===== src/rtl/branch_target_predictor.sv =====
// BTB stage between fetch and decode: one registered PC slot, zero-cycle lookup from it (one cycle from in_pc),
// stalls fetch via in_allowin when decode withholds out_allowin. Optional return stack under `define BP_RAS_EN.
module branch_target_predictor #(
    parameter int ENTRIES   = 16,
    parameter int TAG_W     = 12,
    parameter int RAS_DEPTH = 8
) (
    input  logic        clk,
    input  logic        rst,
    input  logic        in_valid,
    input  logic [31:0] in_pc,
    output logic        in_allowin,
    output logic        out_valid,
    input  logic        out_allowin,
    output logic [31:0] out_pc,
    output logic        out_hit,
    output logic        out_taken,
    output logic [31:0] out_target,
    input  logic        flush,
    input  logic        upd_valid,
    input  logic [31:0] upd_pc,
    input  logic [1:0]  upd_type,
    input  logic        upd_taken,
    input  logic [31:0] upd_target
);
    localparam int IDX_W = $clog2(ENTRIES);
    localparam logic [1:0] T_COND = 2'b00;
    localparam logic [1:0] T_CALL = 2'b10;
    localparam logic [1:0] T_RET  = 2'b11;

    logic              valid;
    logic [31:0]       pc_reg;

    logic              btb_vld    [ENTRIES];
    logic [TAG_W-1:0]  btb_tag    [ENTRIES];
    logic [1:0]        btb_type   [ENTRIES];
    logic [1:0]        btb_ctr    [ENTRIES];
    logic [31:0]       btb_target [ENTRIES];
    logic [IDX_W-1:0]  repl_ptr;

    logic              hit_any;
    logic [IDX_W-1:0]  hit_idx;
    logic [1:0]        hit_type;
    logic              pred_taken;
    logic [31:0]       pred_target;

    logic [TAG_W-1:0]  upd_tag;
    logic              upd_hit;
    logic [IDX_W-1:0]  upd_idx;
    logic              upd_alloc;

    logic              unused;
    assign unused = ^{upd_pc[1:0], upd_pc[31:TAG_W+1], RAS_DEPTH[0]};

    assign in_allowin = !valid || out_allowin;
    assign out_valid  = valid && !flush;
    assign out_pc     = pc_reg;

    always_ff @(posedge clk or posedge rst) begin
        if (rst) begin
            valid  <= 1'b0;
            pc_reg <= '0;
        end else if (flush) begin
            valid <= 1'b0;
        end else if (in_valid && in_allowin) begin
            valid  <= 1'b1;
            pc_reg <= in_pc;
        end else if (out_allowin) begin
            valid <= 1'b0;
        end
    end

    always_comb begin
        hit_any = 1'b0;
        hit_idx = '0;
        for (int i = 0; i < ENTRIES; i++) begin
            if (btb_vld[i] && btb_tag[i] == pc_reg[TAG_W+1:2]) begin
                hit_any = 1'b1;
                hit_idx = IDX_W'(i);
            end
        end
    end

    assign hit_type = btb_type[hit_idx];

    always_comb begin
        pred_taken = 1'b1;
        if (hit_type == T_COND) begin
            pred_taken = btb_ctr[hit_idx][1];
        end
    end

`ifdef BP_RAS_EN
    localparam int RAS_PTR_W = $clog2(RAS_DEPTH);

    logic [31:0]          ras [RAS_DEPTH];
    logic [RAS_PTR_W-1:0] ras_ptr;
    logic [RAS_PTR_W-1:0] ras_top_idx;
    logic                 ras_fire;

    assign ras_top_idx = ras_ptr - 1'b1;
    assign ras_fire    = out_valid && out_allowin && out_hit;

    // Pointer wraps both ways: overflow overwrites the oldest, underflow predicts stale data.
    always_ff @(posedge clk or posedge rst) begin
        if (rst) begin
            ras_ptr <= '0;
            for (int i = 0; i < RAS_DEPTH; i++) begin
                ras[i] <= '0;
            end
        end else if (ras_fire && hit_type == T_CALL) begin
            ras[ras_ptr] <= pc_reg + 32'd4;
            ras_ptr      <= ras_ptr + 1'b1;
        end else if (ras_fire && hit_type == T_RET) begin
            ras_ptr <= ras_top_idx;
        end
    end

    always_comb begin
        pred_target = btb_target[hit_idx];
        if (hit_type == T_RET) begin
            pred_target = ras[ras_top_idx];
        end
    end
`else
    always_comb begin
        pred_target = btb_target[hit_idx];
    end
`endif

    assign out_hit    = valid && hit_any;
    assign out_taken  = out_hit && pred_taken;
    assign out_target = out_taken ? pred_target : 32'd0;

    assign upd_tag = upd_pc[TAG_W+1:2];

    always_comb begin
        upd_hit = 1'b0;
        upd_idx = '0;
        for (int i = 0; i < ENTRIES; i++) begin
            if (btb_vld[i] && btb_tag[i] == upd_tag) begin
                upd_hit = 1'b1;
                upd_idx = IDX_W'(i);
            end
        end
    end

    // A not-taken conditional that misses is not worth a BTB slot.
    assign upd_alloc = upd_valid && !upd_hit && !(upd_type == T_COND && !upd_taken);

    always_ff @(posedge clk or posedge rst) begin
        if (rst) begin
            repl_ptr <= '0;
            for (int i = 0; i < ENTRIES; i++) begin
                btb_vld[i]    <= 1'b0;
                btb_tag[i]    <= '0;
                btb_type[i]   <= '0;
                btb_ctr[i]    <= '0;
                btb_target[i] <= '0;
            end
        end else if (upd_valid && upd_hit) begin
            btb_type[upd_idx]   <= upd_type;
            btb_target[upd_idx] <= upd_target;
            if (upd_type == T_COND) begin
                if (upd_taken && btb_ctr[upd_idx] != 2'b11) begin
                    btb_ctr[upd_idx] <= btb_ctr[upd_idx] + 2'b01;
                end else if (!upd_taken && btb_ctr[upd_idx] != 2'b00) begin
                    btb_ctr[upd_idx] <= btb_ctr[upd_idx] - 2'b01;
                end
            end
        end else if (upd_alloc) begin
            btb_vld[repl_ptr]    <= 1'b1;
            btb_tag[repl_ptr]    <= upd_tag;
            btb_type[repl_ptr]   <= upd_type;
            btb_ctr[repl_ptr]    <= 2'b10;
            btb_target[repl_ptr] <= upd_target;
            repl_ptr             <= repl_ptr + 1'b1;
        end
    end
endmodule


===== config.mk =====
export PLATFORM = sky130hd
export DESIGN_NAME = branch_target_predictor
export DESIGN_NICKNAME = d
export VERILOG_FILES = /design/src/rtl/branch_target_predictor.sv
export SDC_FILE = /design/constraint.sdc
export NUM_CORES = 2
export LEC_CHECK = 0
export BUFFER_PORTS_ARGS = -buffer_cell sky130_fd_sc_hd__clkbuf_2
export CORE_ASPECT_RATIO = 1.4
export CORE_MARGIN = 1.5
export CORE_UTILIZATION = 58
export CTS_CLUSTER_SIZE = 24
export DETAILED_ROUTE_END_ITERATION = 10
export PLACE_DENSITY = 0.76
export SLEW_MARGIN = 40
export SYNTH_ARGS = -nofsm -noshare
export SYNTH_HDL_FRONTEND = slang
export SYNTH_SLANG_ARGS = --single-unit

===== constraint.sdc =====
create_clock -name clk -period 49 [get_ports clk]
set_clock_uncertainty 0.15 [all_clocks]
set_input_delay 7.35 -clock clk [delete_from_list [all_inputs] [get_ports clk]]
set_output_delay 7.35 -clock clk [all_outputs]
set_load 0.01 [all_outputs]

== Word-level counts from Yosys, hierarchy flattened ==
Cells that the tools add are included.
W data, S select, Z words.

* Input bits: 105
* Flip-flop bits (word level): 821
* Logic and storage cells: 300

* Multiplexer cells: 107
* Equality and inequality tests: 35
* Bitwise operators: 9
* $lt $le $gt $ge: 5
* Reductions and logical operators: 58
* Add/sub/neg operators: 3

{| class="wikitable"
|+ Operators with widths
! cell !! number
|-
| $bwmux W512 || 2
|-
| $mux W512 || 2
|-
| $eq A12 B12 Y1 || 32
|-
| $mux W32 || 12
|-
| $demux W32 S4 || 2
|-
| $bwmux W192 || 1
|-
| $bmux W32 S4 || 1
|-
| $bwmux W32 || 4
|-
| $mux W4 || 28
|-
| $demux W12 S4 || 1
|-
| $logic_and A1 B1 Y1 || 44
|-
| $mux W1 || 39
|-
| $or A16 B16 Y16 || 2
|-
| $bmux W2 S4 || 3
|-
| $and A16 B16 Y16 || 1
|-
| $demux W2 S4 || 2
|-
| $mux W2 || 8
|-
| $not A16 Y16 || 1
|-
| $ge A5 B5 Y1 const B || 3
|-
| $not A4 Y5 || 3
|-
| $mux W12 || 1
|-
| $lt A5 B1 Y1 const B || 2
|-
| $logic_not A1 Y1 || 5
|-
| $add A4 B1 Y4 const B || 1
|-
| 12 further kinds || 17
|}

== Depth between registers and ports, before layout ==
* Depth in word-level cells: 27
* Depth in mapped cells: 23
* Mapped depth without buffers: 18

== Worst setup path before layout ==
No wires, ideal clock.

* Path type: input -> output
* From: in out_allowin
* To: out in_allowin
* Slack: 33,905 ps
* Cell stages on the path: 2
* Arrival time: 7,595 ps
* Buffers on the path: 0
* Path through: nor2b_1 > inv_1

* Longest elaborated chain between the ends: 1

{| class="wikitable"
|+ RTL lines
! what !! RTL line !! source
|-
| start: declaration || 14 || <nowiki>input logic out_allowin,</nowiki>
|-
| $logic_or A1 B1 Y1 || 55 || <nowiki>assign in_allowin = !valid || out_allowin;</nowiki>
|-
| end: declaration || 12 || <nowiki>output logic in_allowin,</nowiki>
|}

Every way passes these cells.

== Worst setup path after layout ==
Same ends and word-level chain as after synthesis.

==> flow_metrics.env <==
export IMPL_grt_max_degree=120
export IMPL_setup_viol=0
export IMPL_p_per_area_mw_per_mm2=55.3
export IMPL_cap_violations=0
export IMPL_clk_latency_ns=0.66
export IMPL_cts_buffers=82
export IMPL_fin_crit_ns=15.35
export IMPL_synth_compound_area_share_pct=8.03
export IMPL_drive_gt1_share_pct=29.7
export IMPL_power_frac_seq_pct=45.9
export IMPL_synth_area_sq_mm=0.0423
export IMPL_async_reset_ff_share_pct=100
export IMPL_grt_ovfl_total=0
export IMPL_ant_nets=0
export IMPL_yosysWarnings=0
export IMPL_comb_power_share_pct=29.6
export IMPL_report_final_slew_viol_count=0
export IMPL_synth_ff_type="dfrtp_1"
export IMPL_grt_pass1_wl_mm=179
export IMPL_cts_resized=0
export IMPL_initialDrtViolationCount=2338
export IMPL_htree_levels=3
export IMPL_first_pass_iters=6
export IMPL_status="complete, no violations"
export IMPL_routedWlPerCell_microns=24.2
export IMPL_cp_slowest_cell="nor2b_1"
export IMPL_start_util_pct=58.8
export IMPL_routed_wl_mm=115
export IMPL_max_stage_delay_ns=0.22
export IMPL_dp_hpwl_mm=68.4
export IMPL_drc=0
export IMPL_fin_hold_ws_ns=0.323
export IMPL_rsz0062_at_grt="false"
export IMPL_fmax_ghz=0.0651
export IMPL_dp_cells=4571
export IMPL_cts_hold_buf=0
export IMPL_cts_tree="built"
export IMPL_synth_top_family_by_area="multiplexers"
export IMPL_area_growth_pct=10.2
export IMPL_synthXorXnorAreaFrac_pct=8.06
export IMPL_grt_use_total_pct=31.3
export IMPL_p_sw_share_pct=31.5
export IMPL_grt_pass1_vias=30832
export IMPL_synth_mux_area_share_pct=21.2
export IMPL_finalHoldViolations=0
export IMPL_postCtsSetupBuffers=0
export IMPL_worst_setup_path_end_kind="output pin"
export IMPL_layout_commonest_cell="dfrtp_1"
export IMPL_die_w_microns=231
export IMPL_seq_area_frac_synth_pct=48.6
export IMPL_fin_util_pct=64.9
export IMPL_synth_edf_count=0
export IMPL_dr_total_vias=29938
export IMPL_syn_nets=3812
export IMPL_pin_count=173
export IMPL_port_buffers=152
export IMPL_synthSimpleGateAreaFrac_pct=10.2
export IMPL_timing_final_crit_share_pct=31.3
export IMPL_antenna_found_initial=1
export IMPL_final_cell_mix="821 x dfrtp_1, 622 x mux2_2, 384 x xnor2_1, 356 x nand2_1, 152 x clkbuf_2"
export IMPL_tns_ns=0
export IMPL_p_leak_nw=19.4
export IMPL_ir_drop_v=0.0000423
export IMPL_max_slew_margin_pct=41.1
export IMPL_crit_chain="clkbuf_2 -> nor2b_1 -> inv_1 -> clkbuf_2"
export IMPL_instances_no_fill=4725
export IMPL_fin_nets=3826
export IMPL_clock_sinks=821
export IMPL_yosys_register_bits=821
export IMPL_clockBufferDepth=3
export IMPL_path_max_fanout=3
export IMPL_viasPerCell=6.34
export IMPL_p_int_mw=1.77
export IMPL_die_y_microns=322
export IMPL_cp_start_kind="input port"
export IMPL_critPathArrivalTime_ns=7.85
export IMPL_synth_adder_area_share_pct=0.178
export IMPL_ys_types=82
export IMPL_worstMarginPinSlew_ns=0.880
export IMPL_clockPowerShare_pct=24.5
export IMPL_diodes=0
export IMPL_avgSynthCellArea_sq_um=11.4
export IMPL_setup_worst_path_class="input port to output pin"
export IMPL_synthCells=3701
export IMPL_holdCritPathClass="flip-flop to flip-flop"
export IMPL_cp_data_required_time_ns=41.50
export IMPL_cpMostUsedCell="clkbuf_2"
export IMPL_die_area_sq_mm=0.0745
export IMPL_p_sw_mw=0.811
export IMPL_path_clk_slew_ns=0.06
export IMPL_cts_root_buffer="clkbuf_16"
export IMPL_gp_congestion=0.959
export IMPL_core_area_sq_mm=0.0718
export IMPL_num_rows=116
==> per-layer routing <==
metal / wire [microns] / vias to the layer above / GRT usage, %
li1: - / 13269 / -
met1: 44400 / 15335 / 37.8
met2: 58000 / 984 / 54.4
met3: 5900 / 348 / 3.79
met4: 6280 / 2 / 17.0
met5: 17 / - / 0
==> cell type report <==
class,instances,area [sq um]
Clock buffer,109,2340
Inverter,17,76.3
Multi-Input combinational cell,2547,20600
Fill cell,5578,25200
Tap cell,944,1180
Clock inverter,41,357
Sequential cell,821,20500
Timing Repair Buffer,246,1520
==> critical path, delay by kind of cell <==
family        cells  cell delay [ns]
simple gates      1             0.22
buf+inv           3             0.28
==> worst paths after layout <==
kind,startpoint,cells after the start,end,slack [ns]
setup / recovery,out_allowin,4,in_allowin,33.65
hold / removal,btb_target[192],2,btb_target[192],0.32
setup reg to reg,btb_tag[78],17,btb_ctr[20],43.32
hold reg to reg,btb_target[192],2,btb_target[192],0.32
max in group asynchronous,rst,5,out_pc[21],39.51
min in group asynchronous,rst,2,btb_target[225],6.64
==> power groups by stage <==
stage / Clock [mW] / Sequential, mW / Combinational [mW]
6_report: 0.631 / 1.18 / 0.764
5_1_grt: 0.667 / 1.22 / 0.833
4_1_cts: 0.640 / 1.18 / 0.765
3_5_place_dp: 0 / 1.19 / 0.760
3_3_place_gp: 0 / 1.17 / 0.730
2_1_floorplan: 0 / 1.14 / 0.624
==> metrics by stage <==
step	instance area, sq um	setup slack (ns)	power, mW
after floorplan	42300	18.44	1.77
after global placement	43700	33.68	1.90
after detailed placement	43800	33.64	1.95
after CTS	46500	33.64	2.59
after global routing	46600	33.60	2.72
final	46600	33.65	2.58
==> synthesized netlist by cell type (17+ instances only) <==
library cell	count	area share, %
mux4_2	32	1.7
a211oi_1	49	0.87
o32a_1	23	0.54
inv_1	17	0.15
mux2_1	61	1.6
mux2_2	622	17
a211o_1	21	0.44
mux2i_1	56	1.3
and2_1	18	0.27
a31oi_1	38	0.56
a21o_1	27	0.48
buf_6	19	0.51
nand3_1	67	0.79
buf_2	105	1.2
a21oi_1	68	0.81
o21ai_0	141	1.7
clkbuf_1	173	1.5
and3_1	17	0.25
xnor2_1	384	8.0
a221oi_1	18	0.37
dfrtp_1	821	49
nor2_1	109	0.97
nand2_1	363	3.2
nor3_1	71	0.84
nand4_1	76	1.1
nor4_1	82	1.2
or4_1	20	0.36
==> cells by family after synthesis <==
group	after synthesis
flip-flops	821
buffers and inverters	333
AO/OA/AOI/OAI	492
adder cells (fa/ha/maj)	6
multiplexers	771
XOR/XNOR	389
AND/OR/NAND/NOR	889
==> flip-flops by register name, summed over array words and instances (netlist names) <==
signal      flops
btb_type       32
out_pc         32
btb_vld        16
btb_target    512
valid           1
btb_ctr        32
btb_tag       192
repl_ptr        4
(Power assumes the default switching activity.)
